$ cat src/rtl/branch_resolve_unit.sv
// EX-stage branch resolution: carries fetch-time prediction metadata through IF/ID and ID/EX,
// checks it against the EX outcome and drives redirect, flush, predictor training and perf counters.
module branch_resolve_unit #(
  parameter int XLEN      = 32,
  parameter int CNT_WIDTH = 32
) (
  input  logic                 clk,
  input  logic                 reset,
  input  logic                 if_valid,
  input  logic [XLEN-1:0]      if_pc,
  input  logic                 if_pred_taken,
  input  logic [XLEN-1:0]      if_pred_pc,
  input  logic                 stall,
  input  logic                 ex_is_cond,
  input  logic                 ex_is_jal,
  input  logic                 ex_is_jalr,
  input  logic                 ex_cond_true,
  input  logic [XLEN-1:0]      ex_target,
  output logic                 redirect_valid,
  output logic [XLEN-1:0]      redirect_pc,
  output logic                 flush,
  output logic                 update_en,
  output logic                 actual_taken,
  output logic [XLEN-1:0]      ex_pc,
  output logic                 ex_meta_valid,
  output logic [CNT_WIDTH-1:0] cnt_branches,
  output logic [CNT_WIDTH-1:0] cnt_mispred
);

  localparam logic [XLEN-1:0]      PC_STEP = {{(XLEN-3){1'b0}}, 3'd4};
  localparam logic [XLEN-1:0]      PC_ZERO = {XLEN{1'b0}};
  localparam logic [CNT_WIDTH-1:0] CNT_MAX = {CNT_WIDTH{1'b1}};
  localparam logic [CNT_WIDTH-1:0] CNT_ONE = {{(CNT_WIDTH-1){1'b0}}, 1'b1};

  logic                 id_valid_q, id_valid_d;
  logic [XLEN-1:0]      id_pc_q, id_pc_d;
  logic                 id_pred_taken_q, id_pred_taken_d;
  logic [XLEN-1:0]      id_pred_pc_q, id_pred_pc_d;
  logic                 ex_valid_q, ex_valid_d;
  logic [XLEN-1:0]      ex_pc_q, ex_pc_d;
  logic                 ex_pred_taken_q, ex_pred_taken_d;
  logic [XLEN-1:0]      ex_pred_pc_q, ex_pred_pc_d;
  logic [CNT_WIDTH-1:0] cnt_branches_q, cnt_branches_d;
  logic [CNT_WIDTH-1:0] cnt_mispred_q, cnt_mispred_d;

  logic                 actual_taken_s;
  logic                 mispredict_s;
  logic                 update_en_s;
  logic [XLEN-1:0]      correct_pc_s;

  function automatic logic [CNT_WIDTH-1:0] sat_inc(input logic [CNT_WIDTH-1:0] v, input logic en);
    logic [CNT_WIDTH-1:0] r;
    if (en && (v != CNT_MAX)) begin
      r = v + CNT_ONE;
    end else begin
      r = v;
    end
    return r;
  endfunction

  // Resolve the EX slot: outcome, correct next PC and mispredict; everything quiet for a bubble.
  always_comb begin
    actual_taken_s = 1'b0;
    mispredict_s   = 1'b0;
    update_en_s    = 1'b0;
    correct_pc_s   = PC_ZERO;
    if (ex_valid_q) begin
      actual_taken_s = ex_is_jal | ex_is_jalr | (ex_is_cond & ex_cond_true);
      update_en_s    = ex_is_cond;
      if (actual_taken_s) begin
        correct_pc_s = ex_target;
      end else begin
        correct_pc_s = ex_pc_q + PC_STEP;
      end
      // A wrong target only matters when the branch really was taken.
      mispredict_s = (actual_taken_s != ex_pred_taken_q) |
                     (actual_taken_s & (ex_pred_pc_q != ex_target));
    end else begin
      actual_taken_s = 1'b0;
      mispredict_s   = 1'b0;
    end
  end

  // Slot advance: a redirect kills both slots even when stalled; a stall bubbles EX.
  always_comb begin
    id_valid_d      = id_valid_q;
    id_pc_d         = id_pc_q;
    id_pred_taken_d = id_pred_taken_q;
    id_pred_pc_d    = id_pred_pc_q;
    ex_valid_d      = ex_valid_q;
    ex_pc_d         = ex_pc_q;
    ex_pred_taken_d = ex_pred_taken_q;
    ex_pred_pc_d    = ex_pred_pc_q;
    if (mispredict_s) begin
      id_valid_d = 1'b0;
      ex_valid_d = 1'b0;
    end else if (stall) begin
      ex_valid_d = 1'b0;
    end else begin
      id_valid_d      = if_valid;
      id_pc_d         = if_pc;
      id_pred_taken_d = if_pred_taken;
      id_pred_pc_d    = if_pred_pc;
      ex_valid_d      = id_valid_q;
      ex_pc_d         = id_pc_q;
      ex_pred_taken_d = id_pred_taken_q;
      ex_pred_pc_d    = id_pred_pc_q;
    end
  end

  // Saturating performance counters.
  always_comb begin
    cnt_branches_d = sat_inc(cnt_branches_q, update_en_s);
    cnt_mispred_d  = sat_inc(cnt_mispred_q, mispredict_s);
  end

  // Pipeline metadata and counter registers.
  always_ff @(posedge clk or posedge reset) begin
    if (reset) begin
      id_valid_q      <= 1'b0;
      id_pc_q         <= PC_ZERO;
      id_pred_taken_q <= 1'b0;
      id_pred_pc_q    <= PC_ZERO;
      ex_valid_q      <= 1'b0;
      ex_pc_q         <= PC_ZERO;
      ex_pred_taken_q <= 1'b0;
      ex_pred_pc_q    <= PC_ZERO;
      cnt_branches_q  <= {CNT_WIDTH{1'b0}};
      cnt_mispred_q   <= {CNT_WIDTH{1'b0}};
    end else begin
      id_valid_q      <= id_valid_d;
      id_pc_q         <= id_pc_d;
      id_pred_taken_q <= id_pred_taken_d;
      id_pred_pc_q    <= id_pred_pc_d;
      ex_valid_q      <= ex_valid_d;
      ex_pc_q         <= ex_pc_d;
      ex_pred_taken_q <= ex_pred_taken_d;
      ex_pred_pc_q    <= ex_pred_pc_d;
      cnt_branches_q  <= cnt_branches_d;
      cnt_mispred_q   <= cnt_mispred_d;
    end
  end

  assign redirect_valid = mispredict_s;
  assign flush          = mispredict_s;
  assign redirect_pc    = correct_pc_s;
  assign update_en      = update_en_s;
  assign actual_taken   = actual_taken_s;
  assign ex_pc          = ex_pc_q;
  assign ex_meta_valid  = ex_valid_q;
  assign cnt_branches   = cnt_branches_q;
  assign cnt_mispred    = cnt_mispred_q;

endmodule

$ cat config.mk
export PLATFORM = sky130hd
export DESIGN_NAME = branch_resolve_unit
export DESIGN_NICKNAME = d
export VERILOG_FILES = /design/src/rtl/branch_resolve_unit.sv
export SDC_FILE = /design/constraint.sdc
export NUM_CORES = 1
export LEC_CHECK = 0
export CAP_MARGIN = 30
export CORE_UTILIZATION = 30
export DETAILED_ROUTE_END_ITERATION = 12
export SYNTH_ARGS = -nofsm -noshare
export SYNTH_HDL_FRONTEND = slang
export SYNTH_SLANG_ARGS = --single-unit
$ cat constraint.sdc
create_clock -name clk -period 14.3 [get_ports clk]
set_input_delay 3.575 -clock clk [delete_from_list [all_inputs] [get_ports clk]]
set_output_delay 3.575 -clock clk [all_outputs]
set_load 0.01 [all_outputs]
# After elaboration in Yosys (flattened, before gate mapping)
# Index checks and enable logic that the tools add are counted.
dict set report word_totals {
  ff_bits 196
  inputBits 105
  out_inout_bits 133
  elab_cells 37
}
dict set report op_classes {
  n_addsub 3
  eq_ne 5
  muxes 9
  bitwise 7
  n_reduce_logical 3
}
# cell count
set ops {}
lappend ops {{32-bit by 1-bit adder with 32-bit output (second input constant)} 2}
lappend ops {{32-bit 2-to-1 mux} 2}
lappend ops {{32-bit != test (second input constant)} 2}
lappend ops {{32-bit by 3-bit adder with 32-bit output (second input constant)} 1}
lappend ops {{32-bit != test} 1}
lappend ops {{1-bit 2-to-1 mux} 7}
lappend ops {{1-bit bitwise OR} 3}
lappend ops {{1-bit bitwise AND} 2}
lappend ops {{1-bit logical AND} 2}
lappend ops {{2-bit by 1-bit != test with 1-bit output (second input constant)} 1}
lappend ops {{1-bit inverter} 2}
lappend ops {{2-bit AND reduction} 1}
lappend ops {{1-bit != test} 1}

# Depth between registers and ports, before layout
# Gate-level depths: netlist (run 1).
dict set report depth {
  depth_word 7
  depth_mapped 8
  mapped_depth_nobuf 7
}

# Worst setup path after synthesis (run 1)
# OpenSTA, ideal clock, no wires.
dict set report synth_timing {
  path_kind {input port to output port}
  from {input port ex_is_cond}
  to {output port redirect_pc[0]}
  arrival_time_ns 4.877
  t_required_ns 10.725
  setup_slack_ns 5.848
  stages 5
  path_buffers 2
  cell_sequence {a211oi_1 > clkbuf_1 > clkbuf_1 > nand2_1 > a21oi_1}
}
dict set report synth_via {
  elab_chain_cells 4
}
# item line
set synth_rtl {}
lappend synth_rtl {{start, declared} 14} ;# input logic ex_is_cond,
lappend synth_rtl {{1-bit bitwise AND} 68} ;# actual_taken_s = ex_is_jal | ex_is_jalr | (ex_is_cond & ex_cond_true);
lappend synth_rtl {{1-bit bitwise OR} 68}
lappend synth_rtl {{32-bit 2-to-1 mux} 70} ;# if (actual_taken_s) begin
lappend synth_rtl {{32-bit 2-to-1 mux} 67} ;# if (ex_valid_q) begin
lappend synth_rtl {{end, declared} 20} ;# output logic [XLEN-1:0] redirect_pc,
# Every way passes these cells.

# Final worst setup path (run 1)
dict set report layout_timing {
  from {input port ex_is_cond}
  to {output port redirect_valid}
}
dict set report layout_via {
  elab_chain_cells 5
  word_cells_on_any_way 6
  classes_between {eq/ne: 1; mux: 1; bitwise: 4}
}
# item line
set layout_rtl {}
lappend layout_rtl {{1-bit bitwise AND (*)} 68}
lappend layout_rtl {{1-bit bitwise OR (*)} 68}
lappend layout_rtl {{1-bit != test / 1-bit bitwise AND (equally long branches)} {76, 77}}
lappend layout_rtl {{1-bit bitwise OR (*)} 76} ;# mispredict_s = (actual_taken_s != ex_pred_taken_q) |
lappend layout_rtl {{1-bit 2-to-1 mux (*)} 67}
lappend layout_rtl {{end, declared} 19} ;# output logic redirect_valid,
# Every way passes the cells marked *; elsewhere a longest branch is shown, timed or not.

==> run summary, run 1 <==
The number of enable-type register cells in the synthesized netlist is 0, and the post-placement worst setup slack is 4.299 ns. In this run, post-CTS hold repair placed 0 buffers. In this run the most critical hold path is launched from id_pred_pc_q[12]. The share of total power consumed by net switching is 0.3097, and the sequential area share after synthesis is 0.5266. The detailed router finished its first iteration with 370 violations.

The number of max-slew violations in the final report is 0, and the net count of the mapped netlist is 888. The H-tree depth reported by CTS was 4; the largest fanout on the critical path was 59. The logs give 130 for the maximum number of pins on one net before global-route repair and 0.3098 for the worst relative slew slack. Summed over all failing endpoints, the final setup total negative slack is 0 ns.

The logs give 17 for the number of buffers created by CTS and 0.8770 for the global placement routability congestion. The die is 178.2 um wide. The internal portion of the total power is 1.099 mW. The clock reaches the later pin of the worst-skew pair after 0.43 ns. The share of the cycle needed by the critical path after routing is 0.6994. The routed wirelength normalized by instance count came out at 18.98 um. For the clock share of power, the log shows 0.319.

For this design the static power due to leakage is 5.019 nW. The finished cells cover 0.01268 mm^2. The flow ran to the end, and the final reports show no timing, DRC or antenna violations.

The hold-critical path endpoint was id_pred_pc_q[12]. Gates resized during post-CTS repair numbered 0. The fraction of final layout cells sized beyond drive strength 1 was 0.07429. The sink count of the clock tree was 196. The mean post-synth cell area came out at 11.94 um^2.

Total power for the finished layout comes to 1.591 mW. The run gives 0.03059 mm^2 as the area inside the core boundary. The routed design has 26930 um of wire.

The global router's overall resource usage is 0.1771. In this run the critical register-to-register path is launched from ex_pred_pc_q[17]. For this design the total switching power over the nets is 492.9 uW. Worst hold path stage count: 1.

Synthesis handed over a netlist of 780 instances. Clock slew seen by the registers of the worst setup and hold paths: 0.08 ns. Among all flip-flop cells after synthesis, the most frequent one is sky130_fd_sc_hd__dfrtp_1. After synthesis the cells add up to 0.009314 mm^2. The tools report the clock root buffer as sky130_fd_sc_hd__clkbuf_16. The number of antenna violations at the first check in global routing is 1. The detail route stage leaves a number of antenna-violating nets equal to 0. The logs give 0.3045 for the starting density of the core and 4 for the number of search-and-repair iterations in the first detailed-routing pass. Power spread over the standard cell area amounts to 125.5 mW/mm^2. The min-delay analysis places its worst path in the category flip-flop to flip-flop.

For the final database, setup skew stands at 0.01797 ns. Critical path launch point type: a primary input. Global-route wire length before repair: 42260 um.

The worst register-to-register path ends at id_pc_q[27]. The clock passes through at most 2 buffers. The required time of the critical path came out at 10.72 ns. Port buffering added 237 buffers. For the number of fillers in the final layout, the log shows 2937.

The tool flagged a number of max-cap violations equal to 0. Measured in cells, the most critical reg-to-reg path has a length of 8. After detailed routing, the number of remaining DRC violations is 0.

The count of endpoints failing setup in the final report is 0. The logs give 99.99 MHz for the upper clock frequency limit and 11.27 ns for the slack of the worst reg-to-reg path. By startpoint and endpoint, the worst setup path is classified as primary input to output port. After global routing the overflow that remains totals 0.

The nature of the critical path endpoint is an output port. At the end of the flow, the number of nets in the layout was 1118. The run gives 0.464 as the sequential group share of total power. Fraction of registers with async set or reset after synthesis: 1.000. Setup slack closes at 4.299 ns. At the worst endpoint, the arrival time is 6.43 ns. The final core area utilization is 0.4146. The via count of the first global-routing pass is 7137. Setup repair after global routing left no endpoint under its margin. The tools report the proportion of power drawn by combinational gates as 0.217. In this run the cell area measured after placement is 0.01204 mm^2.

The routed design could run at a clock period as short as 10.00 ns. The overall die area was 0.03176 mm^2. The repair_antennas step left the layout with diodes totalling 0.

The logs give 64 for the count of standard-cell rows and 238 for the number of placed I/O pins. Worst supply voltage drop on vdd: 0.06273 mV. The logs give 0 for the number of endpoints with negative hold slack in the final report and 0 for the number of buffers added for setup after CTS. The final route contains 7028 vias. Compared with the post-synthesis result, the final layout area differs by 36.18%.

For the pin with the worst max-slew slack, the measured transition is 1.032 ns. Counting distinct cell types in the post-synthesis netlist gives 39. The die boundary height is 178.2 um, and the half-perimeter wire length after placement is 19940 um. For this run, the number of Yosys warnings is 0. The count of state elements after synthesis was 196. The mean number of vias per cell is 4.953. TritonCTS built the clock tree.
-- worst max path at each step --
stage                     startpoint               to  slack, ns  cells past startpoint
after CTS                 ex_is_cond   redirect_valid       4.33                      8
after global placement    ex_is_cond            flush       4.34                      8
after detailed placement  ex_is_cond   redirect_valid       4.30                      8
after global routing      ex_is_cond            flush       4.09                      8
final                     ex_is_cond   redirect_valid       4.30                      8
after floorplan                reset  cnt_branches[0]       5.38                      1
-- registers in the layout, indices dropped and copies added (netlist names) --
| register | flops |
|---|---|
| cnt_branches | 32 |
| cnt_mispred | 32 |
| ex_meta_valid | 1 |
| ex_pc | 32 |
| ex_pred_pc_q | 32 |
| ex_pred_taken_q | 1 |
| id_pc_q | 32 |
| id_pred_pc_q | 32 |
| id_pred_taken_q | 1 |
| id_valid_q | 1 |
-- power by group through the flow --
stage                     Combinational [mW]  Sequential, mW  Clock [mW]
after floorplan                        0.171           0.731           0
after global placement                 0.345           0.750           0
after detailed placement               0.347           0.752           0
after CTS                              0.350           0.741       0.525
after global routing                   0.377           0.755       0.546
final                                  0.345           0.739       0.508
-- layout by cell type, fill, tap and decap left out, drive strengths merged, types with 3 or more instances in the layout --
cell type / n
clkdlybuf4s50: 237
nor4: 6
and3: 28
a211oi: 14
and4: 11
nor3: 10
buf: 6
nand4: 39
clkbuf: 18
o21ai: 17
nand3: 48
ha: 3
nand2: 35
dfrtp: 196
or3: 4
mux2: 132
inv: 16
a21oi: 20
a311oi: 3
nor2: 35
xnor2: 86
clkinv: 3
and2: 8
xor2: 31
-- synthesized netlist by cell type, types with 3 or more instances --
cell / instances / area [um^2]
sky130_fd_sc_hd__xnor2_1: 86 / 753.2
sky130_fd_sc_hd__nand3_1: 48 / 240.2
sky130_fd_sc_hd__dfrtp_1: 196 / 4905
sky130_fd_sc_hd__inv_1: 7 / 26.28
sky130_fd_sc_hd__buf_6: 11 / 123.9
sky130_fd_sc_hd__a311oi_1: 3 / 26.28
sky130_fd_sc_hd__clkbuf_1: 17 / 63.81
sky130_fd_sc_hd__a211oi_1: 14 / 105.1
sky130_fd_sc_hd__nor2_1: 35 / 131.4
sky130_fd_sc_hd__or3_1: 4 / 25.02
sky130_fd_sc_hd__and4_1: 11 / 96.34
sky130_fd_sc_hd__nor3_1: 10 / 50.05
sky130_fd_sc_hd__o21ai_0: 16 / 80.08
sky130_fd_sc_hd__and3_1: 28 / 175.2
sky130_fd_sc_hd__ha_1: 3 / 37.54
sky130_fd_sc_hd__and2_1: 8 / 50.05
sky130_fd_sc_hd__nand4_1: 39 / 244.0
sky130_fd_sc_hd__nor4_1: 5 / 31.28
sky130_fd_sc_hd__mux2_2: 33 / 371.6
sky130_fd_sc_hd__mux2_1: 99 / 1115
sky130_fd_sc_hd__xor2_1: 31 / 271.5
sky130_fd_sc_hd__a21oi_1: 19 / 95.09
sky130_fd_sc_hd__nand2_1: 35 / 131.4
sky130_fd_sc_hd__buf_2: 3 / 15.01
-- stage by stage --
step,instances,hold slack (ns)
2_1_floorplan,780,0.4533
3_3_place_gp,1386,0.4628
3_5_place_dp,1386,0.4723
4_1_cts,1418,0.4924
5_1_grt,1419,0.5009
6_report,1419,0.4886
-- critical path: stages --
cell and delay [ns]:
sky130_fd_sc_hd__clkdlybuf4s50_1 0.52, sky130_fd_sc_hd__a211oi_4 0.33, sky130_fd_sc_hd__buf_4 0.52, sky130_fd_sc_hd__nor4_1 0.15, sky130_fd_sc_hd__nand4_1 0.14, sky130_fd_sc_hd__buf_4 0.36, sky130_fd_sc_hd__and2_1 0.24, sky130_fd_sc_hd__clkdlybuf4s50_1 0.55
-- layer usage --
layer  vias to the layer above  wire [um]  global-route usage
met5                         -         13                   0
met4                         2        371             0.04061
met1                      3499      12250              0.2387
met3                        16       2135             0.05243
li1                       3256          -                   -
met2                       255      12160              0.2787
-- layout make-up --
| type | count | area, um^2 | share of cell area |
|---|---|---|---|
| clock buffers | 18 | 439.2 | 0.03463 |
| flip-flops and latches | 196 | 4905 | 0.3867 |
| inverters | 7 | 33.78 | 0.002664 |
| well taps | 396 | 495.5 | 0.03906 |
| clock inverters | 14 | 180.2 | 0.01421 |
| multi-input cells | 545 | 4193 | 0.3306 |
| repair buffers | 243 | 2437 | 0.1922 |
-- kinds of logic (layout without fill, tap and decap cells) --
group | Yosys count | after routing | synth area share
xor gates and xnor gates | 117 | 117 | 0.1100
buffers and inverters | 39 | 282 | 0.02539
muxes | 133 | 133 | 0.1607
and+or+nand+nor | 232 | 232 | 0.1337
DFF | 196 | 196 | 0.5266
adders and majority gates | 3 | 3 | 0.004031
AOI/OAI and AO/OA | 60 | 60 | 0.03963
No activity file was read; power rests on OpenSTA's default activity.
==> run 2: changes to the inputs <==
- clock period: 14.3 -> 9.05 ns (I/O delays scaled with it)
==> run summary, run 2 (same netlist as run 1, synthesis figures left out) <==
The path type of the worst setup path was primary input to output port. In the final layout, the multi-input gates occupy 0.004193 mm^2. Dividing the detail-routed via count by the number of cells gives 4.900. The die is 178.2 um tall. The number of endpoints with negative hold slack in the final report is 0, and the power density over cell area is 194.9 mW/mm^2. The slack of the critical path is 1.802 ns. The logs give 0.04838 for the global-route met3 utilization and 0 ns for the setup TNS. Leakage dissipation: 5.002 nW. The critical path goes through clkdlybuf4s50_1, a211oi_4, buf_4, o21ai_0, a21oi_1, clkdlybuf4s50_1.

CTS built an H-tree with a depth of 4. In this run the count of I/O pins placed on the die edge is 238. The fraction of met2 tracks used by global routing is 0.2729, and the post-CTS resize count is 0. After clock tree synthesis, the clock-pin slew on the worst setup and hold paths is 0.07 ns.

The required time of the critical path was 6.79 ns; the net count reported at finish was 1118. VDD sags by at most 0.1089 mV. STA classifies the critical path endpoint as an output port. After detailed routing, the number of remaining DRC violations is 0. The logs give 0 for the total grt overflow and 0 for the number of maximum-capacitance constraint violations. The starting density of the core came out at 0.3045. In this run the worst path has a maximum fanout of 58. After detailed routing, the average wire length per cell comes to 19.19 um. Based on the critical path, the design can be clocked at up to 138.0 MHz. The logs give 2907 for the number of fillers in the final layout and 127 for the maximum number of pins on one net before global-route repair. The cell sitting at the root of the clock tree is a sky130_fd_sc_hd__clkbuf_16. The sink count of the clock tree was 196.

The via count of the first global-routing pass came out at 7044. At the pin with the least slew margin, the transition time is 0.8654 ns. The run gives 1 as the number of antenna violations at the first check in global routing.

The detailed router finished its first iteration with 408 violations. The tools report the final core area utilization as 0.4137. TritonCTS built the clock tree. The global router's overall resource usage is 0.1776.

The flow ran to the end, and the final reports show no timing, DRC or antenna violations. The logs give 6953 for the overall via count from detail_route and 0 for the number of antenna repair diodes. The tools report the count of standard-cell rows as 64.

The fraction of final layout cells sized beyond drive strength 1 came out at 0.07331. For the routing usage on met1, the log shows 0.2422. The tools report the footprint of the flip-flops and latches as 0.004905 mm^2. At the end of routability-driven placement, the weighted congestion stood at 0.8459. For the maximum buffer depth of the clock tree, the log shows 2. Number of max-slew violations in the final report: 0.

Setup repair after global routing left no endpoint under its margin. The library cell used most frequently in the layout, excluding fill and tap cells, is sky130_fd_sc_hd__clkdlybuf4s50_1. The area inside the core boundary came out at 0.03059 mm^2.

For the source-to-sink clock delay at the later pin of the worst-skew pair, the log shows 0.44 ns. The most repeated library cell on the critical path was sky130_fd_sc_hd__clkdlybuf4s50_1. In this run the post-CTS setup repair buffer count came out at 0. Layer with the highest usage: met2. Detailed placement finished with a half-perimeter wire length of 20200 um. Counting I/O delays and the setup requirement, the final critical path takes 7.248 ns. After detailed placement, the total cell area comes to 0.01206 mm^2.

Port buffering added 237 buffers. The post-route standard cell area excluding fillers was 0.01265 mm^2. Chip width: 178.2 um. Between clock sinks in the finished design, the worst skew comes to 0.01378 ns. The detailed-route wire length was 27230 um; the worst relative slew slack was 0.4230. In this design, the stage delay of the slowest critical-path cell is 0.62 ns. The share of the cycle needed by the critical path after routing was 0.8009; the number of buffers created by CTS was 17.

In the layout the commonest cells are sky130_fd_sc_hd__clkdlybuf4s50_1 (237), sky130_fd_sc_hd__dfrtp_1 (196), sky130_fd_sc_hd__mux2_1 (99), sky130_fd_sc_hd__xnor2_1 (86), sky130_fd_sc_hd__nand3_1 (48). STA classifies the critical path startpoint as a primary input. The run gives 42010 um as the global-route wire length before repair. In this run, post-CTS hold repair placed 0 buffers. Before antenna repair, the detailed router went through 4 iterations.

At the worst endpoint, the arrival time is 4.99 ns. Once detail routing completed, the nets flagged for antenna violations numbered 0. The floorplan step defined a die boundary enclosing 0.03176 mm^2.

On the final layout, the worst hold slack is 0.4838 ns. Before CTS, the worst setup slack after placement is 1.812 ns. The run gives 0 as the count of endpoints failing setup in the final report. The area overhead of the layout relative to synthesis works out to 35.85%. Master of the slowest instance on the critical path: sky130_fd_sc_hd__clkdlybuf4s50_1. The classification of the worst-slack hold path is flip-flop to flip-flop.
==> run 2: cell types whose count changed in the layout (fill, tap and decap cells not counted), sizes merged <==
| cell | delta |
|---|---|
| inv | -2 |
| bufinv | -1 |
| clkinv | +3 |
==> run 2: area by class of cell <==
type	instances	area share
clock buffers	18	0.03392
multi-input cells	545	0.3314
well taps	396	0.03916
inverters	7	0.002670
clock inverters	14	0.01107
flip-flops and latches	196	0.3876
repair buffers	243	0.1942
==> run 2: worst paths after layout <==
check                                  from                to  slack (ns)  cells past startpoint
min reg2reg                id_pred_pc_q[22]  id_pred_pc_q[22]        0.48                      1
max                              ex_is_cond   redirect_pc[22]        1.80                      6
min                        id_pred_pc_q[22]  id_pred_pc_q[22]        0.48                      1
min in group asynchronous             reset   cnt_branches[0]        2.42                      2
max in group asynchronous             reset       id_pc_q[18]        5.54                      4
max reg2reg                 ex_pred_pc_q[0]  id_pred_pc_q[28]        5.64                      8
==> run 2: through the flow <==
step	cells	power, mW
5_1_grt	1419	2.600
2_1_floorplan	780	1.425
3_3_place_gp	1385	1.734
3_5_place_dp	1386	1.740
4_1_cts	1418	2.501
6_report	1419	2.466
==> run 2: worst max-delay path, delay by kind of cell <==
kind / cells / cell delay (ns)
compound gates: 3 / 1.00
buf+inv: 3 / 1.70
==> run 2: report_power, final <==
group / leakage [nW] / internal [mW] / switching (mW)
clock: 0.277 / 0.367 / 0.380
sequential: 2.42 / 1.02 / 0.158
combinational: 2.30 / 0.311 / 0.235
==> run 2: layer usage <==
metal	vias to the layer above	routed length (um)
li1	3246	-
met1	3436	12560
met2	240	12150
met3	29	1923
met5	-	12
met4	2	578
==> run 3: changes to the inputs <==
- clock period: 9.05 -> 6.2 ns (I/O delays scaled with it)
==> run summary, run 3 (same netlist as run 1, synthesis figures left out) <==
The run finished with clean final reports. Summed over all failing endpoints, the final setup total negative slack is 0 ns. The number of buffers added to fix hold violations after cts is 0, and the minimum hold slack is 0.4865 ns.

The internal cell power is 2.576 mW, and the source-to-sink clock delay at the later pin of the worst-skew pair is 0.44 ns. The share of the cycle needed by the critical path after routing was 0.9115; the net count reported at finish was 1122. Detailed placement ended at an HPWL of 20330 um. The run gives 0 as the post-CTS resize count. The first routing iteration left 416 violations. The fraction of final layout cells sized beyond drive strength 1 was 0.07790. The tightest min-delay check is of the flip-flop to flip-flop type. Path type of the worst setup path: primary input to output port. Along the worst path, the maximum fanout reaches 44. The nature of the critical path endpoint is an output port. Number of max-slew violations in the final report: 0. The number of endpoints with negative hold slack in the final report was 0; the final core area utilization was 0.4169. 0 antenna diodes ended up in the layout. At the worst endpoint, the required time is 4.65 ns.

The logs give 4 for the number of search-and-repair iterations in the first detailed-routing pass and 177.0 MHz for the upper clock frequency limit. The clock period could shrink to 5.651 ns. TritonCTS built the clock tree. Prior to clock tree synthesis, the placed netlist has a worst setup slack of 0.5900 ns.

The die covers 0.03176 mm^2. The starting density of the core was 0.3045. Entering global routing, the biggest net connects 125 pins.

After clock tree synthesis, the clock-pin slew on the worst setup and hold paths is 0.07 ns. The total DRC errors in the routed layout was 0. Leaving out fill and tap cells, the most frequent cells in the layout are sky130_fd_sc_hd__clkdlybuf4s50_1 (237), sky130_fd_sc_hd__dfrtp_1 (196), sky130_fd_sc_hd__mux2_1 (99), sky130_fd_sc_hd__xnor2_1 (86), sky130_fd_sc_hd__nand3_1 (48).

The stage delay of the slowest cell on the critical path works out to 0.62 ns. The clock skew is 0.01645 ns, and the count of standard-cell rows is 64. The switching power total was 1.153 mW; the post-layout total power was 3.729 mW. Routed wirelength normalized by instance count: 19.25 um. The remaining antenna violation count after routing was 0; the actual slew at the worst max-slew pin was 0.9080 ns. Area used by multi-input combinational logic: 0.004193 mm^2. The total grt overflow is 0, and the number of buffers added on ports is 237.

The tools report the overall via count from detail_route as 6910. Walking the worst path, the cells encountered are clkdlybuf4s50_1, a211oi_4, buf_4, nor2_1, a311oi_1, clkdlybuf4s50_1. The clock passes through at most 2 buffers.

Leaving out fill and tap cells, the most frequent cell in the layout is sky130_fd_sc_hd__clkdlybuf4s50_1. Detailed-route wire length: 27390 um. Measured along the x axis, the die boundary spans 178.2 um. The share of total power consumed by net switching was 0.3091; the sequential group share of total power was 0.454.

Most repeated library cell on the critical path: sky130_fd_sc_hd__clkdlybuf4s50_1. The sum of buffers and inverters on the critical path was 3. Setup repair after global routing left no endpoint under its margin.

The run gives 0.326 as the clock share of power. The congestion estimate from routability-driven global placement came to 0.8408. The core region is 0.03059 mm^2. For the number of placed I/O pins, the log shows 238. The number of maximum-capacitance constraint violations is 0.

The global router's overall resource usage came out at 0.1785. The sequential cells in the finished layout cover a total of 0.004905 mm^2. The run gives 0.5487 ns as the slack of the critical path. The proportion of power drawn by combinational gates was 0.220.

For the via count of the first global-routing pass, the log shows 7006. Dividing total power by cell area gives a power density of 292.4 mW/mm^2. On the critical path, the stage with the largest delay is an instance of sky130_fd_sc_hd__clkdlybuf4s50_1.

The run gives 17 as the number of buffers created by CTS. For the number of antenna violations at the first check in global routing, the log shows 2. The critical path launch point type is a primary input. The first global-routing pass estimated 42260 um of wire. The number of buffers added for setup after CTS is 0, and the worst supply voltage drop on vdd is 0.1710 mV. CTS built an H-tree with a depth of 4. The count of endpoints failing setup in the final report was 0. At the worst endpoint, the arrival time is 4.10 ns. The die is 178.2 um tall. Fill cells in the final layout number 2931. After detailed routing, the number of vias per cell comes to 4.856. On the critical path the largest part of the delay comes from buffers and inverters. The run gives 196 as the sink count of the clock tree.

The analysis attributes to cell leakage a power of 5.048 nW. The area overhead of the layout relative to synthesis was 36.93%. The root buffer cell chosen for the clock tree is sky130_fd_sc_hd__clkbuf_16. The run gives 0.3940 as the worst relative slew slack.
run 3: cell types whose count changed in the layout (fill, tap and decap cells not counted):
cell and delta:
sky130_fd_sc_hd__buf_4 +4, sky130_fd_sc_hd__inv_6 -3, sky130_fd_sc_hd__buf_12 +2, sky130_fd_sc_hd__bufinv_16 +2
sky130_fd_sc_hd__clkinv_4 -2, sky130_fd_sc_hd__clkinv_8 +2, sky130_fd_sc_hd__buf_16 -1, sky130_fd_sc_hd__buf_8 -1
sky130_fd_sc_hd__clkbuf_1 -1, sky130_fd_sc_hd__clkbuf_8 +1, sky130_fd_sc_hd__clkinv_2 -1, sky130_fd_sc_hd__clkinvlp_4 +1
sky130_fd_sc_hd__inv_8 +1
run 3: metrics by stage:
stage               instances  instance area (um^2)
finish                   1423                 12750
global route             1423                 12750
floorplan                 780                  9318
CTS                      1423                 12750
global placement         1391                 12110
detailed placement       1391                 12110
run 3: routing by layer:
metal,GRT usage,vias up,wire (um)
met3,0.05200,21,2040
met1,0.2347,3419,12270
li1,-,3256,-
met5,0,-,23
met2,0.2886,210,12740
met4,0.04096,4,308
run 3: final timing paths:
path                       slack [ns]       startpoint          endpoint  cells after the start
max in group asynchronous        3.63            reset  ex_pred_pc_q[31]                      3
max                              0.55       ex_is_cond    redirect_pc[8]                      6
min in group asynchronous        1.49            reset  cnt_branches[18]                      2
max reg2reg                      3.46  ex_pred_pc_q[0]   ex_pred_pc_q[6]                      8
min                              0.49       id_pc_q[0]        id_pc_q[0]                      1
min reg2reg                      0.49       id_pc_q[0]        id_pc_q[0]                      1
run 3: final cells by class:
type / instances / share of cell area
repair buffers: 247 / 0.1948
inverters: 7 / 0.002355
multi-input cells: 545 / 0.3288
well taps: 396 / 0.03885
clock buffers: 18 / 0.03444
clock inverters: 14 / 0.01619
flip-flops and latches: 196 / 0.3846
run 3: worst reg2reg max path: stages (launching register included):
cell                      delay (ns)
sky130_fd_sc_hd__dfrtp_1        0.39
sky130_fd_sc_hd__xnor2_1        0.28
sky130_fd_sc_hd__nand4_1        0.13
sky130_fd_sc_hd__nor4_1         0.27
sky130_fd_sc_hd__nand4_1        0.20
sky130_fd_sc_hd__buf_4          0.32
sky130_fd_sc_hd__a21oi_4        0.26
sky130_fd_sc_hd__buf_12         0.32
sky130_fd_sc_hd__mux2_1         0.45
run 3: power by group through the flow:
stage	Sequential [mW]	Clock, mW	Combinational (mW)
floorplan	1.69	0	0.394
CTS	1.70	1.26	0.837
global placement	1.71	0	0.826
global route	1.73	1.30	0.891
finish	1.69	1.22	0.820
detailed placement	1.72	0	0.830
